--- src/rtl/regfile_pkg.sv ---
// Shared defaults and helpers for the multi-port register file.
// Optional build macro: REGFILE_BYPASS_EN (write-to-read forwarding).
package regfile_pkg;

  localparam int XLEN_DEF  = 32;
  localparam int NREGS_DEF = 32;

  // Address width for a register count; at least one bit.
  function automatic int calc_aw(input int nregs);
    int aw;
    aw = 1;
    for (int i = 1; i < 31; i++) begin
      if ((1 << i) < nregs) aw = i + 1;
    end
    return aw;
  endfunction

  localparam int AW_DEF = calc_aw(NREGS_DEF);

  // One write port: enable, target register, payload (default geometry).
  typedef struct packed {
    logic                en;
    logic [AW_DEF-1:0]   addr;
    logic [XLEN_DEF-1:0] data;
  } wr_port_t;

endpackage

--- src/rtl/regfile_scoreboard.sv ---
// Pending-producer scoreboard: one busy bit per register.
// Set by sb_set, cleared by any write to the register; set wins when both
// hit the same register in one cycle. Register 0 is never busy.
// Optional build macro: REGFILE_BYPASS_EN (per-port busy reflects this
// cycle's write/set instead of the registered bit).
module regfile_scoreboard
  import regfile_pkg::*;
#(
  parameter int NREGS = NREGS_DEF,
  parameter int NRD   = 2,
  parameter int AW    = calc_aw(NREGS)
) (
  input  logic              clk,
  input  logic              rst,
  input  logic              sb_set,
  input  logic [AW-1:0]     sb_addr,
  input  logic [1:0]        wr_en,
  input  logic [2*AW-1:0]   wr_addr,
  input  logic [NRD*AW-1:0] rd_addr,
  output logic [NREGS-1:0]  busy,
  output logic [NRD-1:0]    rd_busy
);

  logic [NREGS-1:0] busy_q;
  logic [NREGS-1:0] busy_d;
  logic [AW-1:0]    wa0;
  logic [AW-1:0]    wa1;

  assign wa0  = wr_addr[AW-1:0];
  assign wa1  = wr_addr[2*AW-1:AW];
  assign busy = busy_q;

  // Next busy vector: clear on write, then set on issue, x0 forced clear.
  always_comb begin
    busy_d = busy_q;
    for (int n = 1; n < NREGS; n++) begin
      if ((wr_en[0] && wa0 == AW'(n)) || (wr_en[1] && wa1 == AW'(n)))
        busy_d[n] = 1'b0;
      if (sb_set && sb_addr == AW'(n))
        busy_d[n] = 1'b1;
    end
    busy_d[0] = 1'b0;
  end

  // Busy register; asynchronously cleared while reset is low.
  always_ff @(posedge clk or negedge rst) begin
    if (!rst) busy_q <= '0;
    else      busy_q <= busy_d;
  end

  // Per-read-port busy lookup.
  always_comb begin
    logic [AW-1:0] ra;
    ra      = '0;
    rd_busy = '0;
    for (int k = 0; k < NRD; k++) begin
      ra         = rd_addr[k*AW +: AW];
      rd_busy[k] = busy_q[ra];
`ifdef REGFILE_BYPASS_EN
      if (rst && ra != '0 &&
          ((wr_en[0] && wa0 == ra) || (wr_en[1] && wa1 == ra)))
        rd_busy[k] = sb_set && (sb_addr == ra);
`endif
    end
  end

endmodule

--- src/rtl/regfile_mp.sv ---
// Multi-port register file: NRD combinational read ports with registered
// copies, two write ports (port 1 wins on a shared address), register 0
// hard-wired to zero, plus a pending-producer scoreboard.
// Optional build macro: REGFILE_BYPASS_EN (same-cycle write data forwarded
// to the read ports; register 0 is never forwarded).
module regfile_mp
  import regfile_pkg::*;
#(
  parameter int XLEN  = XLEN_DEF,
  parameter int NREGS = NREGS_DEF,
  parameter int NRD   = 2
) (
  input  logic                   clk,
  input  logic                   rst,
  input  logic [NRD*calc_aw(NREGS)-1:0] rd_addr_i,
  output logic [NRD*XLEN-1:0]    rd_data_o,
  output logic [NRD*XLEN-1:0]    rd_data_q_o,
  output logic [NRD-1:0]         rd_busy_o,
  input  logic [1:0]             wr_en_i,
  input  logic [2*calc_aw(NREGS)-1:0] wr_addr_i,
  input  logic [2*XLEN-1:0]      wr_data_i,
  input  logic                   sb_set_i,
  input  logic [calc_aw(NREGS)-1:0] sb_addr_i,
  output logic [NREGS-1:0]       busy_o
);

  localparam int AW = calc_aw(NREGS);

  logic [XLEN-1:0] regs_q [NREGS];
  logic [AW-1:0]   wa0;
  logic [AW-1:0]   wa1;
  logic [XLEN-1:0] wd0;
  logic [XLEN-1:0] wd1;

  assign wa0 = wr_addr_i[AW-1:0];
  assign wa1 = wr_addr_i[2*AW-1:AW];
  assign wd0 = wr_data_i[XLEN-1:0];
  assign wd1 = wr_data_i[2*XLEN-1:XLEN];

  // Register storage; x0 is only ever reset, port 1 overrides port 0.
  always_ff @(posedge clk or negedge rst) begin
    if (!rst) begin
      for (int n = 0; n < NREGS; n++) regs_q[n] <= '0;
    end else begin
      for (int n = 1; n < NREGS; n++) begin
        if (wr_en_i[1] && wa1 == AW'(n))      regs_q[n] <= wd1;
        else if (wr_en_i[0] && wa0 == AW'(n)) regs_q[n] <= wd0;
      end
    end
  end

  // Combinational read ports, with optional same-cycle forwarding.
  always_comb begin
    logic [AW-1:0]   ra;
    logic [XLEN-1:0] rv;
    ra        = '0;
    rv        = '0;
    rd_data_o = '0;
    for (int k = 0; k < NRD; k++) begin
      ra = rd_addr_i[k*AW +: AW];
      rv = regs_q[ra];
`ifdef REGFILE_BYPASS_EN
      if (rst && ra != '0) begin
        if (wr_en_i[0] && wa0 == ra) rv = wd0;
        if (wr_en_i[1] && wa1 == ra) rv = wd1;
      end
`endif
      rd_data_o[k*XLEN +: XLEN] = rv;
    end
  end

  // One-cycle delayed copy of the read data.
  always_ff @(posedge clk or negedge rst) begin
    if (!rst) rd_data_q_o <= '0;
    else      rd_data_q_o <= rd_data_o;
  end

  regfile_scoreboard #(
    .NREGS (NREGS),
    .NRD   (NRD),
    .AW    (AW)
  ) u_sb (
    .clk     (clk),
    .rst     (rst),
    .sb_set  (sb_set_i),
    .sb_addr (sb_addr_i),
    .wr_en   (wr_en_i),
    .wr_addr (wr_addr_i),
    .rd_addr (rd_addr_i),
    .busy    (busy_o),
    .rd_busy (rd_busy_o)
  );

endmodule

--- config.mk ---
export PLATFORM = sky130hd
export DESIGN_NAME = regfile_mp
export DESIGN_NICKNAME = d
export VERILOG_FILES = /design/src/rtl/regfile_pkg.sv /design/src/rtl/regfile_scoreboard.sv /design/src/rtl/regfile_mp.sv
export SDC_FILE = /design/constraint.sdc
export NUM_CORES = 2
export LEC_CHECK = 0
export BUFFER_PORTS_ARGS = -buffer_cell sky130_fd_sc_hd__buf_2
export CAP_MARGIN = 20
export CORE_MARGIN = 3
export CORE_UTILIZATION = 45
export DETAILED_ROUTE_END_ITERATION = 16
export SYNTH_ARGS = -nofsm -noshare
export SYNTH_HDL_FRONTEND = slang
export SYNTH_SLANG_ARGS = --single-unit
--- constraint.sdc ---
create_clock -name clk -period 3.8 [get_ports clk]
set_clock_uncertainty 0.1 [all_clocks]
set_input_delay 0.57 -clock clk [delete_from_list [all_inputs] [get_ports clk]]
set_output_delay 0.57 -clock clk [all_outputs]
set_load 0.02 [all_outputs]
==> run summary <==
The run finished with clean final reports. The proportion of synthesized flip-flops having asynchronous set or reset is 1.00, and the fraction of layout cells with a size suffix above 1 is 0.205. Among cell families on the critical path, the largest total delay comes from buffers and inverters. The detail route stage leaves a number of antenna-violating nets equal to 0.

Setup slack closes at 34.6 ps. The fraction of post-synthesis cell area in the top cell type by area was 0.415; the routability congestion estimate from global placement was 0.887. The share of the synthesized area in compound gates (AO/OA/AOI/OAI) is 0.132, and the fraction of synthesized cell area in xor and xnor cells is 0. After detailed routing, the total wire length is 262000 µm. Summed over all cells, the static leakage comes to 33.5 nW.

The overall power consumption was 40.0 mW. Clock tree synthesis found a total of 1087 sinks. Dividing the detail-routed via count by the number of cells gives 6.57. For the worst-skew pair, the clock arrives at the later sink with an insertion delay of 800 ps. For this design the top-level I/O count stands at 256. Sorting the synthesized cells by area gives the leading types as sky130_fd_sc_hd__dfrtp_1 (42%), sky130_fd_sc_hd__mux2i_1 (18%), sky130_fd_sc_hd__mux4_2 (14%). Setup repair after global routing left no endpoint under its margin. The tool flagged a number of max-cap violations equal to 0. The run gives 0 as the count of endpoints failing setup in the final report. The total routing usage reported by global routing is 0.342.

For this run, the number of Yosys warnings is 32. The number of antenna violations at the first check in global routing was 15; the overall die width was 387 µm. The combined area of all synthesized cells is 65500 µm², and the detailed-route DRC error count is 0. The count of cells in the finished layout, fillers not included, comes to 8121.

Starting density of the core: 0.455. Counting tap cells, the placed design contains a total of 7881 instances. Clock-pin slew was measured on the worst setup and hold paths at 60 ps. For the distinct cell type count after synthesis, the log shows 37. In this design, the critical path's most frequently occurring cell is sky130_fd_sc_hd__buf_4.

The slowest cell on the critical path was sky130_fd_sc_hd__mux4_2. The final route contains 53300 vias. The synthesized design contains 0 enable-type register cells. Detailed placement finished with a half-perimeter wire length of 159000 µm. The synthesized instance count is 6184, and the core occupancy in the finished layout is 0.514.

STA puts the critical path data arrival time at 3100 ps. Timing would allow up to 266 MHz. The sequential fraction of the synthesis area was 0.415. Leading register cell type out of synthesis: sky130_fd_sc_hd__dfrtp_1.

The critical path contains buffers and inverters numbering 5 combined. In this run the mean area of a mapped cell was 10.6 µm². Entering global routing, the biggest net connects 166 pins.

The portion of netlist area occupied by mux cells is 0.330, and the normalized max-slew margin is 0.181. The global-route wire length before repair was 376000 µm; the number of DRC violations after detailed-routing iteration 0 was 6684. The tools report the maximum buffer depth of the clock tree as 3. The first-pass iteration count of the detailed router is 6. The number of clock buffers inserted by TritonCTS was 130. The final critical path time including I/O delays and setup is 3770 ps.

The worst setup path is launched from a primary input. By area, the combinational part of the netlist is dominated by multiplexers. The logs give 150000 µm² for the floorplan die area and 51400 for the number of global-route vias before repair. The worst path required time is 3130 ps. sky130_fd_sc_hd__dfrtp_1 takes more of the synthesized area than any other cell. The row count was 139. The arithmetic-cell share of the synthesized area counting full adders, half adders and majority gates came out at 0. The most numerous cell in the Yosys netlist was sky130_fd_sc_hd__mux2i_1.

The aggregate negative setup slack is 0 ps, and the post-synthesis share of cell area spent on and, or, nand and nor gates is 0.0755. The total core area is 144000 µm², and the average routed wire per standard cell is 32.2 µm. The type of the tightest min-delay check is in -> async. Post-CTS timing repair inserted 0 buffers for setup. The slew at the pin closest to its max-slew limit was 1230 ps. After the last flow step, the layout net total stands at 6207. The largest driver fanout on the critical path was 25. The capturing element type of the critical path was an output pin.

The tools report the count of final hold-check violations as 0. The critical path is of the in -> out type. VDD sags by at most 0.472 mV. In this run the clock root is driven by a sky130_fd_sc_hd__clkbuf_16.

OpenSTA, run right after detailed placement, puts the worst setup slack at 16.0 ps. The largest incremental delay on the critical path is 500 ps, and the relative area change from synthesis to final layout is 13.0%. Global routing finished with a remaining overflow of 0.

The count of pins over their slew limit was 0. The final period utilization is 0.991, and the die boundary height is 387 µm. Power density normalized to cell area: 541 nW/µm².

In this run the number of H-tree levels came out at 4. The number of port buffers is 254, and the total nets after synthesis is 6278. After synthesis, the most frequently instantiated cells are sky130_fd_sc_hd__mux2i_1 (1192), sky130_fd_sc_hd__dfrtp_1 (1087), sky130_fd_sc_hd__nand2_1 (546). In this run, synthesis produced a sequential element count of 1087. TritonCTS built the clock tree.

The critical path goes through buf_8 -> buf_12 -> buf_4 -> mux4_2 -> a22o_1 -> o21ai_0 -> o31ai_1 -> buf_4 -> buf_2.
## final cells by class
class,count,area (µm²)
antenna,9,22.5
clock buffer,199,3980
clock inverter,29,319
fill,12700,70000
inverter,13,48.8
multi-input combinational,4351,35700
sequential,1087,27200
tap,1903,2380
timing repair buffer,530,4400
## flip-flops by register name (all words and copies together), names as in the netlist
register / flops
rd_data_q_o: 64
regs_q: 992
u_sb.busy: 31
## power by group
| group | switching, mW | total (mW) | internal [mW] |
|---|---|---|---|
| combinational | 4.90 | 10.1 | 5.25 |
| clock | 5.35 | 12.8 | 7.44 |
| sequential | 2.47 | 17.1 | 14.6 |
| total | 12.7 | 40.0 | 27.3 |
## cells by family (layout without fill, tap and decap cells)
family / Yosys count / in the layout
other: 1 / 10
buffers and inverters: 746 / 771
muxes: 1653 / 1653
and+or+nand+nor: 1213 / 1213
AOI/OAI and AO/OA: 1484 / 1484
DFF: 1087 / 1087
## metrics by stage
step	hold WS, ps	cell area [µm²]
5_1_grt	156	74000
6_report	145	74000
2_1_floorplan	174	65500
3_3_place_gp	371	69600
3_5_place_dp	365	69600
4_1_cts	96.3	74000
## worst paths after layout
path	startpoint	endpoint	slack, ps	cells past startpoint
worst max-delay path	rd_addr_i[5]	rd_data_o[34]	30	9
worst min-delay path	rst	regs_q[290]	150	2
worst max register to register	regs_q[76]	rd_data_q_o[12]	1620	4
worst min register to register	regs_q[631]	regs_q[631]	480	2
max in group asynchronous	rst	regs_q[235]	2110	3
min in group clk	sb_addr_i[2]	u_sb.busy[8]	160	4
## worst register-to-register path, delay by kind of cell (launching register included)
family	cells	cell delay, ps
compound gates	3	1010
mux	1	480
flops	1	390
## timing repair
| item | 4_1_cts | 5_1_grt |
|---|---|---|
| endpoints found under the hold margin | 161 | 0 |
| hold buffers | 1 | 0 |
| setup endpoints to repair | 0 | 2 |
| gates resized for setup | 0 | 3 |
## layer usage
metal  global-route usage  vias up  routed length (µm)
li1                     -    22400                   -
met1                0.461    26800              104000
met2                0.511     3404              115000
met3               0.0886      726               28000
met4                0.177        6               14700
met5                    0        -                  41
## layout by cell type (no fill, tap or decap), drive strengths merged, types with 4 or more instances in the layout
cell type	count
buf	529
nand2b	10
mux2	65
clkinv	18
a22o	197
mux4	396
a21oi	512
diode	9
o21ai	560
o31ai	66
clkbuf	199
a211oi	66
dfrtp	1087
nor2	541
clkinvlp	4
a32o	17
nand2	546
mux2i	1192
inv	17
o22ai	66
nor2b	12
and2	77
nor3	6
Power figures use the tool's default switching activity.
